File: config.mk
export PLATFORM = sky130hd
export DESIGN_NAME = counter_updn_mod
export DESIGN_NICKNAME = d
export VERILOG_FILES = /design/src/rtl/counter_updn_mod.sv
export SDC_FILE = /design/constraint.sdc
export NUM_CORES = 1
export LEC_CHECK = 0
export ABC_AREA = 1
export CAP_MARGIN = 25
export CORE_AREA = 2 2 39 41
export CTS_CLUSTER_SIZE = 10
export DETAILED_ROUTE_END_ITERATION = 6
export DIE_AREA = 0 0 41 43
export PLACE_DENSITY_LB_ADDON = 0.1
export SLEW_MARGIN = 40
export SYNTH_ARGS = -nofsm -noshare
export SYNTH_HDL_FRONTEND = slang
export SYNTH_SLANG_ARGS = --single-unit
File: constraint.sdc
create_clock -name clk -period 2.4 [get_ports clk]
set_input_delay 0.36 -clock clk [delete_from_list [all_inputs] [get_ports clk]]
set_output_delay 0.36 -clock clk [all_outputs]
set_load 0.05 [all_outputs]
File: src/rtl/counter_updn_mod.sv
// Parametrised up/down counter with modulus, load/clear, enable prescaler,
// wrap/saturate mode and registered overflow/underflow pulses.
module counter_updn_mod #(
    parameter int unsigned WIDTH     = 4,
    parameter int unsigned MAX_VALUE = 15,
    parameter int unsigned PRESCALE  = 1,
    parameter int unsigned SATURATE  = 0
) (
    input  logic             clk,
    input  logic             reset_n,
    input  logic             enable,
    input  logic             up_dn,
    input  logic             clear,
    input  logic             load,
    input  logic [WIDTH-1:0] load_value,
    output logic [WIDTH-1:0] count,
    output logic             at_max,
    output logic             at_min,
    output logic             overflow,
    output logic             underflow
);

    localparam int unsigned      PW      = (PRESCALE > 1) ? $clog2(PRESCALE) : 1;
    localparam logic [WIDTH-1:0] MAX_V   = WIDTH'(MAX_VALUE);
    localparam logic [PW-1:0]    PS_LAST = PW'(PRESCALE - 1);

    logic [WIDTH-1:0] count_q, count_d;
    logic [PW-1:0]    ps_q, ps_d;
    logic             overflow_q, overflow_d;
    logic             underflow_q, underflow_d;
    logic             step;

    always_comb begin
        count_d     = count_q;
        ps_d        = ps_q;
        overflow_d  = 1'b0;
        underflow_d = 1'b0;
        step        = 1'b0;

        if (clear) begin
            count_d = '0;
            ps_d    = '0;
        end else if (load) begin
            count_d = (load_value > MAX_V) ? MAX_V : load_value;
            ps_d    = '0;
        end else if (enable) begin
            if (ps_q == PS_LAST) begin
                ps_d = '0;
                step = 1'b1;
            end else begin
                ps_d = ps_q + PW'(1);
            end
        end

        if (step) begin
            if (up_dn) begin
                if (count_q == MAX_V) begin
                    overflow_d = 1'b1;
                    count_d    = (SATURATE != 0) ? MAX_V : '0;
                end else begin
                    count_d = count_q + WIDTH'(1);
                end
            end else begin
                if (count_q == '0) begin
                    underflow_d = 1'b1;
                    count_d     = (SATURATE != 0) ? '0 : MAX_V;
                end else begin
                    count_d = count_q - WIDTH'(1);
                end
            end
        end
    end

    always_ff @(posedge clk) begin
        if (!reset_n) begin
            count_q     <= '0;
            ps_q        <= '0;
            overflow_q  <= 1'b0;
            underflow_q <= 1'b0;
        end else begin
            count_q     <= count_d;
            ps_q        <= ps_d;
            overflow_q  <= overflow_d;
            underflow_q <= underflow_d;
        end
    end

    assign count     = count_q;
    assign overflow  = overflow_q;
    assign underflow = underflow_q;
    assign at_max    = (count_q == MAX_V);
    assign at_min    = (count_q == '0);

endmodule

# --- Word-level counts from Yosys, hierarchy flattened ---
# Cells that the tools add are included.
word_totals:
  in_bits: 10
  wordCells: 30
  output_inout_bits: 8
  ff_bits: 7
classes:
  mux: 14
  n_bitwise: 2
  eq_ne: 1
  n_lt_le_gt_ge: 1
  n_reduce_logical: 5
  add_sub_neg: 3
op_table:
  columns: ["operator", "count"]
  rows:
  - ["4-bit two-way mux", 7]
  - ["1-bit two-way mux", 7]
  - ["3-bit OR reduction", 2]
  - ["4-bit by 1-bit adder with 4-bit output (second input constant)", 1]
  - ["4-bit == test (second input constant)", 1]
  - ["4-bit greater-than comparator (second input constant)", 1]
  - ["4-bit logical NOT", 1]
  - ["4-bit by 1-bit subtractor with 4-bit output (second input constant)", 1]
  - ["3-bit AND reduction", 1]
  - ["3-bit nonzero test", 1]
  - ["1-bit inverter", 2]
  - ["1-bit adder (second input constant)", 1]

# --- Depth between registers and ports, before layout ---
# Gate-level depths: netlist of the first run.
depth:
  word_depth: 6
  ltp_mapped: 7
  depth_no_buf: 7

# --- Worst setup path after synthesis of the first run ---
# OpenSTA, ideal clock, no wires.
synth_path:
  path_type: "reg-to-output"
  start: "register count_q[1], in the netlist count[1]"
  end: "output port at_max"
  t_required_ns: 2.040
  arrival_ns: 1.389
  stages_incl_launch_ff: 4
  setup_slack_ns: 0.651
  path_buffers: 0
  cell_sequence: "dfxtp_1 > ha_1 > nand3_1 > inv_1"
synth_via:
  elab_chain_len: 1
synth_rtl:
  columns: ["element", "line", "text"]
  rows:
  - ["start, declared", "27", "logic [WIDTH-1:0] count_q, count_d;"]
  - ["start signal, assigned", "81", "count_q <= count_d;"]
  - ["4-bit == test", "91", "assign at_max = (count_q == MAX_V);"]
  - ["end, declared", "17", "output logic at_max,"]
# Every way passes these cells.

# --- Worst setup path in the final report of the first run ---
layout_path:
  start: "register count_q[0], in the netlist count[0]"
  end: "output port at_min"
layout_via:
  elab_chain_len: 1
layout_rtl:
  columns: ["element", "line", "text"]
  rows:
  - ["4-bit logical NOT", "92", "assign at_min = (count_q == '0);"]
  - ["end, declared", "18", "output logic at_min,"]
# Every way passes these cells.

==> results.md, run 1 <==
* Outcome: finished clean
* Layout cell share with drive strength beyond 1 at 0.0899
* Post-route cell area at 642 um^2
* Ant. Diodes at 0
* Yosys top cell area share at 0.280
* Seq cells post-synth at 6
* R2R setup slack at 1150 ps
* Max-cap viol count at 0
* WS Path Type: flop to primary output
* Final setup violation count at 0
* Final ANT Viol Nets at 0
* Core area at 0.00138 mm^2
* Fmax at 0.450 GHz
* Post-route minimum period at 2220 ps
* Clock tree buffer depth at 2
* Slew headroom at 0.668
* Unrepaired setup endpoints after global routing: false
* Detailed Routing Iterations Pass 1 at 4
* Crit path capture type: primary output
* Final Power at 0.000308 W
* Die width at 41 um
* Worst-path clk slew at 40 ps
* Vias in the first global route at 463
* Min-Delay Path Depth at 1
* PD cells at 480 mW/mm^2
* WP data required at 2040 ps
* Max VDD drop at 205 uV
* DP HPWL at 817 um
* Core Util, Final at 0.464
* Hold_sp: count[0]
* WL/cell at 9.90 um
* Final Hold Fails at 0
* Drt initial violations at 11
* Total gr overflow at 0
* CTS Root Cell: clkbuf_4
* Pins Over Slew Limit at 0
* Area contributors post-synth: dfxtp_1 28%, nand3_1 16%, nand2_1 14%, inv_1 11%, ha_1 5.8%
* Hold Crit Class: flop to flop
* CP arrival at 1860 ps
* Max FO, Critical Path at 5
* CTS tree: built
* Post-Route Setup TNS at 0 ps
* Port bufs at 17
* Avg Inst Size Synth at 6.22 um^2
* Final wirelength at 1.04 mm
* Total track usage at 0.157
* WHS at 504 ps
* Sequential fraction of the synthesis area at 0.280
* Tcrit/Tclk final at 0.927
* Syn Nets at 81
* Crit path launch type: flop
* Unique masters post-synth at 16
* Via count at 495
* Cell Area, Synth at 429 um^2
* # clock sinks at 6
* Area grow syn2layout at 49.6%
* Critical Path Source: count[0]
* Slew @ Worst Pin at 497 ps
* Initial Utilization at 0.310
* Post-CTS Resized at 0
* Die area at 0.00176 mm^2
* Cells after Synth at 69
* Hold buffer count at CTS at 0
* Synth warnings at 0
* Reg2Reg Capture Point: count[1]
* # rows at 14
* Layout Nets at 103
* IO Count at 18
* H-tree depth at 1
* Leading area contributor after synthesis: dfxtp_1
* Drc violations at 0
* R2R Path Start: count[0]
* TritonCTS Buffers at 3
* Die height at 43 um
* Placed inst area at 619 um^2
* Initial antenna violation count at 0
* Postcts setup bufs at 0
* First-pass GRT wire length at 1.89 mm
* Worst-Skew Late Latency at 260 ps
* Largest net degree at the start of global routing at 8
* WHS Endpoint: count[0]
* Worst Skew at 16.7 ps
* Fill cells at 150
* Worst r2r path cells at 7
* Gpl congestion at 0.838
* Vias per inst at 4.71
* Pleak at 0.309 nW
-- cell usage after synthesis, drive strengths merged --
cell type and instances:
nand3 15, ha 2, a21oi 2, nand4 1
xnor2 1, o21ai 5, nand2 18, inv 14
nor3 2, dfxtp 6, nor2 3
-- layer usage --
layer  part of all wire  track usage  vias up  routed length (um)
li1                   -            -      264                   -
met1               0.46        0.202      218                 478
met2               0.47        0.225       11                 491
met3              0.049       0.0681        2                  51
met4              0.018       0.0600        0                  19
met5                  0            0        -                   0
-- where the power goes --
| part | switching [W] | leakage [nW] | total [W] | internal [W] |
|---|---|---|---|---|
| clock network | 0.0000432 | 0.0138 | 0.000100 | 0.0000570 |
| registers | 0.00000594 | 0.0490 | 0.000110 | 0.000104 |
| logic | 0.0000576 | 0.246 | 0.0000979 | 0.0000404 |
-- registers in the layout, indices dropped and copies added, names as in the netlist --
name	count
overflow	1
count	4
underflow	1
-- how the worst max path moves through the flow --
stage | endpoint | slack, ps | depth (start not counted)
after floorplan | at_max | 650 | 3
after global placement | at_min | 460 | 5
after detailed placement | at_min | 440 | 5
after CTS | at_min | 160 | 5
after global routing | at_min | 40 | 5
final | at_min | 180 | 5
-- layout by cell type (no fill, tap or decap), drive strengths merged --
cell,n
ha,2
o21ai,5
clkdlybuf4s50,17
inv,14
a21oi,2
dfxtp,6
nand3,15
nor3,2
nand4,1
nand2,18
xnor2,1
clkbuf,3
nor2,3
-- critical path, stage by stage, from the launching register on --
cell and delay, ps:
dfxtp_1 340, inv_1 110, ha_1 210, nand3_1 110, inv_1 60, clkdlybuf4s50_1 790
-- logic make-up (layout without fill, tap and decap cells) --
family / Yosys count / after routing / share of synthesized area
compound gates: 7 / 7 / 0.0816
xor+xnor: 1 / 1 / 0.0204
fa+ha+maj: 2 / 2 / 0.0583
buf+inv: 14 / 34 / 0.122
flops: 6 / 6 / 0.280
simple gates: 39 / 39 / 0.437
-- cell type report --
cell class | count | area (um^2) | area share
inverter | 14 | 52.6 | 0.0819
timing repair buffer | 17 | 170 | 0.265
sequential | 6 | 120 | 0.187
tap | 16 | 20.0 | 0.0312
clock buffer | 3 | 22.5 | 0.0351
multi-input combinational | 49 | 256 | 0.400
-- per-stage QoR --
| stage | setup WS, ps | std cells |
|---|---|---|
| 2_1_floorplan | 651 | 69 |
| 3_3_place_gp | 456 | 102 |
| 3_5_place_dp | 439 | 102 |
| 4_1_cts | 163 | 105 |
| 5_1_grt | 38.0 | 105 |
| 6_report | 176 | 105 |
No activity file was read; power rests on OpenSTA's default activity.
==> run 2: changes to the inputs <==
- ABC_CLOCK_PERIOD_IN_PS: not set -> 2400
- CELL_PAD_IN_SITES_DETAIL_PLACEMENT: not set -> 1
- CELL_PAD_IN_SITES_GLOBAL_PLACEMENT: not set -> 1
- CORE_AREA: 2 2 39 41 -> not set
- CORE_ASPECT_RATIO: not set -> 0.9
- CORE_UTILIZATION: not set -> 28
- DIE_AREA: 0 0 41 43 -> not set
==> results.md, run 2 (same netlist as run 1, synthesis figures left out) <==
* Sw Share at 0.331 (-0.0155)
* Combinational fraction of design power at 0.331 (+0.013)
* # rows at 13 (-1)
* Core Util, Final at 0.448 (-0.0163)
* Drt initial violations at 8 (-3)
* Worst Skew at 2.53 ps (-14.2 ps)
* Gpl congestion at 0.753 (-10%)
* Pleak at 0.309 nW (unchanged)
* Worst slack, placed at 396 ps (-43.3 ps)
* Max VDD drop at 242 uV (+18%)
* M3 GR Usage at 0.0841 (+0.0160)
* # clock sinks at 6 (unchanged)
* PD cells at 469 mW/mm^2 (-2.3%)
* Area grow syn2layout at 49.3%
* Tcrit/Tclk final at 0.935 (+0.00857)
* GR Util met2 at 0.269 (+0.0437)
* Post-CTS Resized at 0 (unchanged)
* Slew headroom at 0.666 (-0.00180)
* Die width at 43.3 um (+5.5%)
* Met1 Track Usage GR at 0.181 (-0.0206)
* Hold buffer count at CTS at 0 (unchanged)
* Leading cell type in the layout, fill and taps excluded: clkdlybuf4s50_1
* Via count at 498 (+0.61%)
* Largest net degree at the start of global routing at 8 (unchanged)
* Pins Over Slew Limit at 0 (unchanged)
* Register area at 120 um^2 (unchanged)
* Layout cell share with drive strength beyond 1 at 0.0899 (unchanged)
* Final setup margin at 155 ps (-20.6 ps)
* Fmax at 0.445 GHz (-0.92%)
* Cell repeated most along the worst path: inv_1
* Pint at 0.000201 W (-0.21%)
* Core area at 0.00143 mm^2 (+3.4%)
* Detailed Routing Iterations Pass 1 at 3 (-1)
* WS Path Type: flop to primary output
* Final ANT Viol Nets at 0 (unchanged)
* Port bufs at 17 (unchanged)
* Post-Route Setup TNS at 0 ps (unchanged)
* First-pass GRT wire length at 1.88 mm (-0.74%)
* Worst-Skew Late Latency at 240 ps (-20 ps)
* GR peak layer: met2
* CP arrival at 1880 ps (+20 ps)
* Crit path launch type: flop
* H-tree depth at 1 (unchanged)
* Total track usage at 0.156 (-0.00194)
* Slew @ Worst Pin at 500 ps (+2.70 ps)
* Max FO, Critical Path at 5 (unchanged)
* TritonCTS Buffers at 3 (unchanged)
* CP bufs+invs at 3 (unchanged)
* Drc violations at 0 (unchanged)
* Initial antenna violation count at 0 (unchanged)
* DP HPWL at 952 um (+16%)
* Final Hold Fails at 0 (unchanged)
* CP max stage delay at 800 ps (about the same)
* CTS tree: built
* Multi-input logic area at 256 um^2 (unchanged)
* Total gr overflow at 0 (unchanged)
* Ant. Diodes at 0 (unchanged)
* Vias in the first global route at 451 (-2.6%)
* WP data required at 2040 ps (about the same)
* Final setup violation count at 0 (unchanged)
* Postcts setup bufs at 0 (unchanged)
* Unrepaired setup endpoints after global routing: false
* IO Count at 18 (unchanged)
* Max-cap viol count at 0 (unchanged)
* Clock tree buffer depth at 2 (unchanged)
* Crit-path leading delay family: buffers and inverters
* Share of power burned in registers at 0.367 (+0.010)
* Outcome: finished clean
* Psw at 0.0000994 W (-6.9%)
* Hold Crit Class: flop to flop
* Commonest non-fill, non-tap cells in the layout: 17 x clkdlybuf4s50_1, 16 x nand2_1, 14 x nand3_1, 13 x inv_1, 6 x dfxtp_1
* Clk pwr share at 0.302 (-0.023)
* WL/cell at 11.0 um (+11%)
* CTS Root Cell: clkbuf_4
* Final wirelength at 1.15 mm (+10%)
* Fill cells at 194 (+29%)
* Max reg flops at 4 (unchanged)
* Crit path capture type: primary output
* Die height at 39.1 um (-9.0%)
* Layout Nets at 103 (unchanged)
* Crit-path slowest cell: clkdlybuf4s50_1
* Initial Utilization at 0.300 (-0.0103)
* Worst-path clk slew at 40 ps (about the same)
* Die area at 0.00169 mm^2 (-3.9%)
* Vias per inst at 4.79 (+1.6%)
* Post-route minimum period at 2240 ps (+20.6 ps)
* Worst path cell trace: inv_1 -> ha_1 -> nand3_1 -> inv_1 -> clkdlybuf4s50_1
run 2: cell counts in the layout (fill, tap and decap cells not counted):
Identical to the previous run, type by type.
run 2: layout make-up:
| cell class | count | share of cell area |
|---|---|---|
| Clock buffer | 3 | 0.0352 |
| Multi-Input combinational cell | 49 | 0.400 |
| Inverter | 14 | 0.0820 |
| Timing Repair Buffer | 17 | 0.266 |
| Sequential cell | 6 | 0.187 |
| Tap cell | 15 | 0.0293 |
run 2: per-layer routing:
layer | wire, um | share of wire | up-vias
met1 | 562 | 0.49 | 223
met3 | 66 | 0.058 | 0
met5 | 0 | 0 | -
met2 | 517 | 0.45 | 10
met4 | 0 | 0 | 0
li1 | - | - | 265
run 2: through the flow:
step                total power [W]  instance area (um^2)  cells  hold WS, ps
CTS                        0.000307                   641    104          521
floorplan                  0.000171                   429     69          439
detailed placement         0.000212                   618    101          500
global placement           0.000212                   618    101          492
global route               0.000320                   641    104          553
finish                     0.000301                   641    104          510
run 2: final timing paths:
path / depth (start not counted) / slack, ps / endpoint / start
hold reg to reg: 1 / 510 / count[0] / count[0]
setup reg to reg: 7 / 1110 / count[1] / count[0]
hold / removal: 1 / 510 / count[0] / count[0]
setup / recovery: 5 / 160 / at_min / count[0]
run 2: power by group through the flow:
| stage | Sequential [W] | Clock (W) | Combinational [W] |
|---|---|---|---|
| global placement | 0.000112 | 0 | 0.0000995 |
| global route | 0.000111 | 0.000101 | 0.000108 |
| finish | 0.000110 | 0.0000909 | 0.0000994 |
| detailed placement | 0.000112 | 0 | 0.000100 |
| CTS | 0.000110 | 0.0000964 | 0.000100 |
| floorplan | 0.000126 | 0 | 0.0000452 |
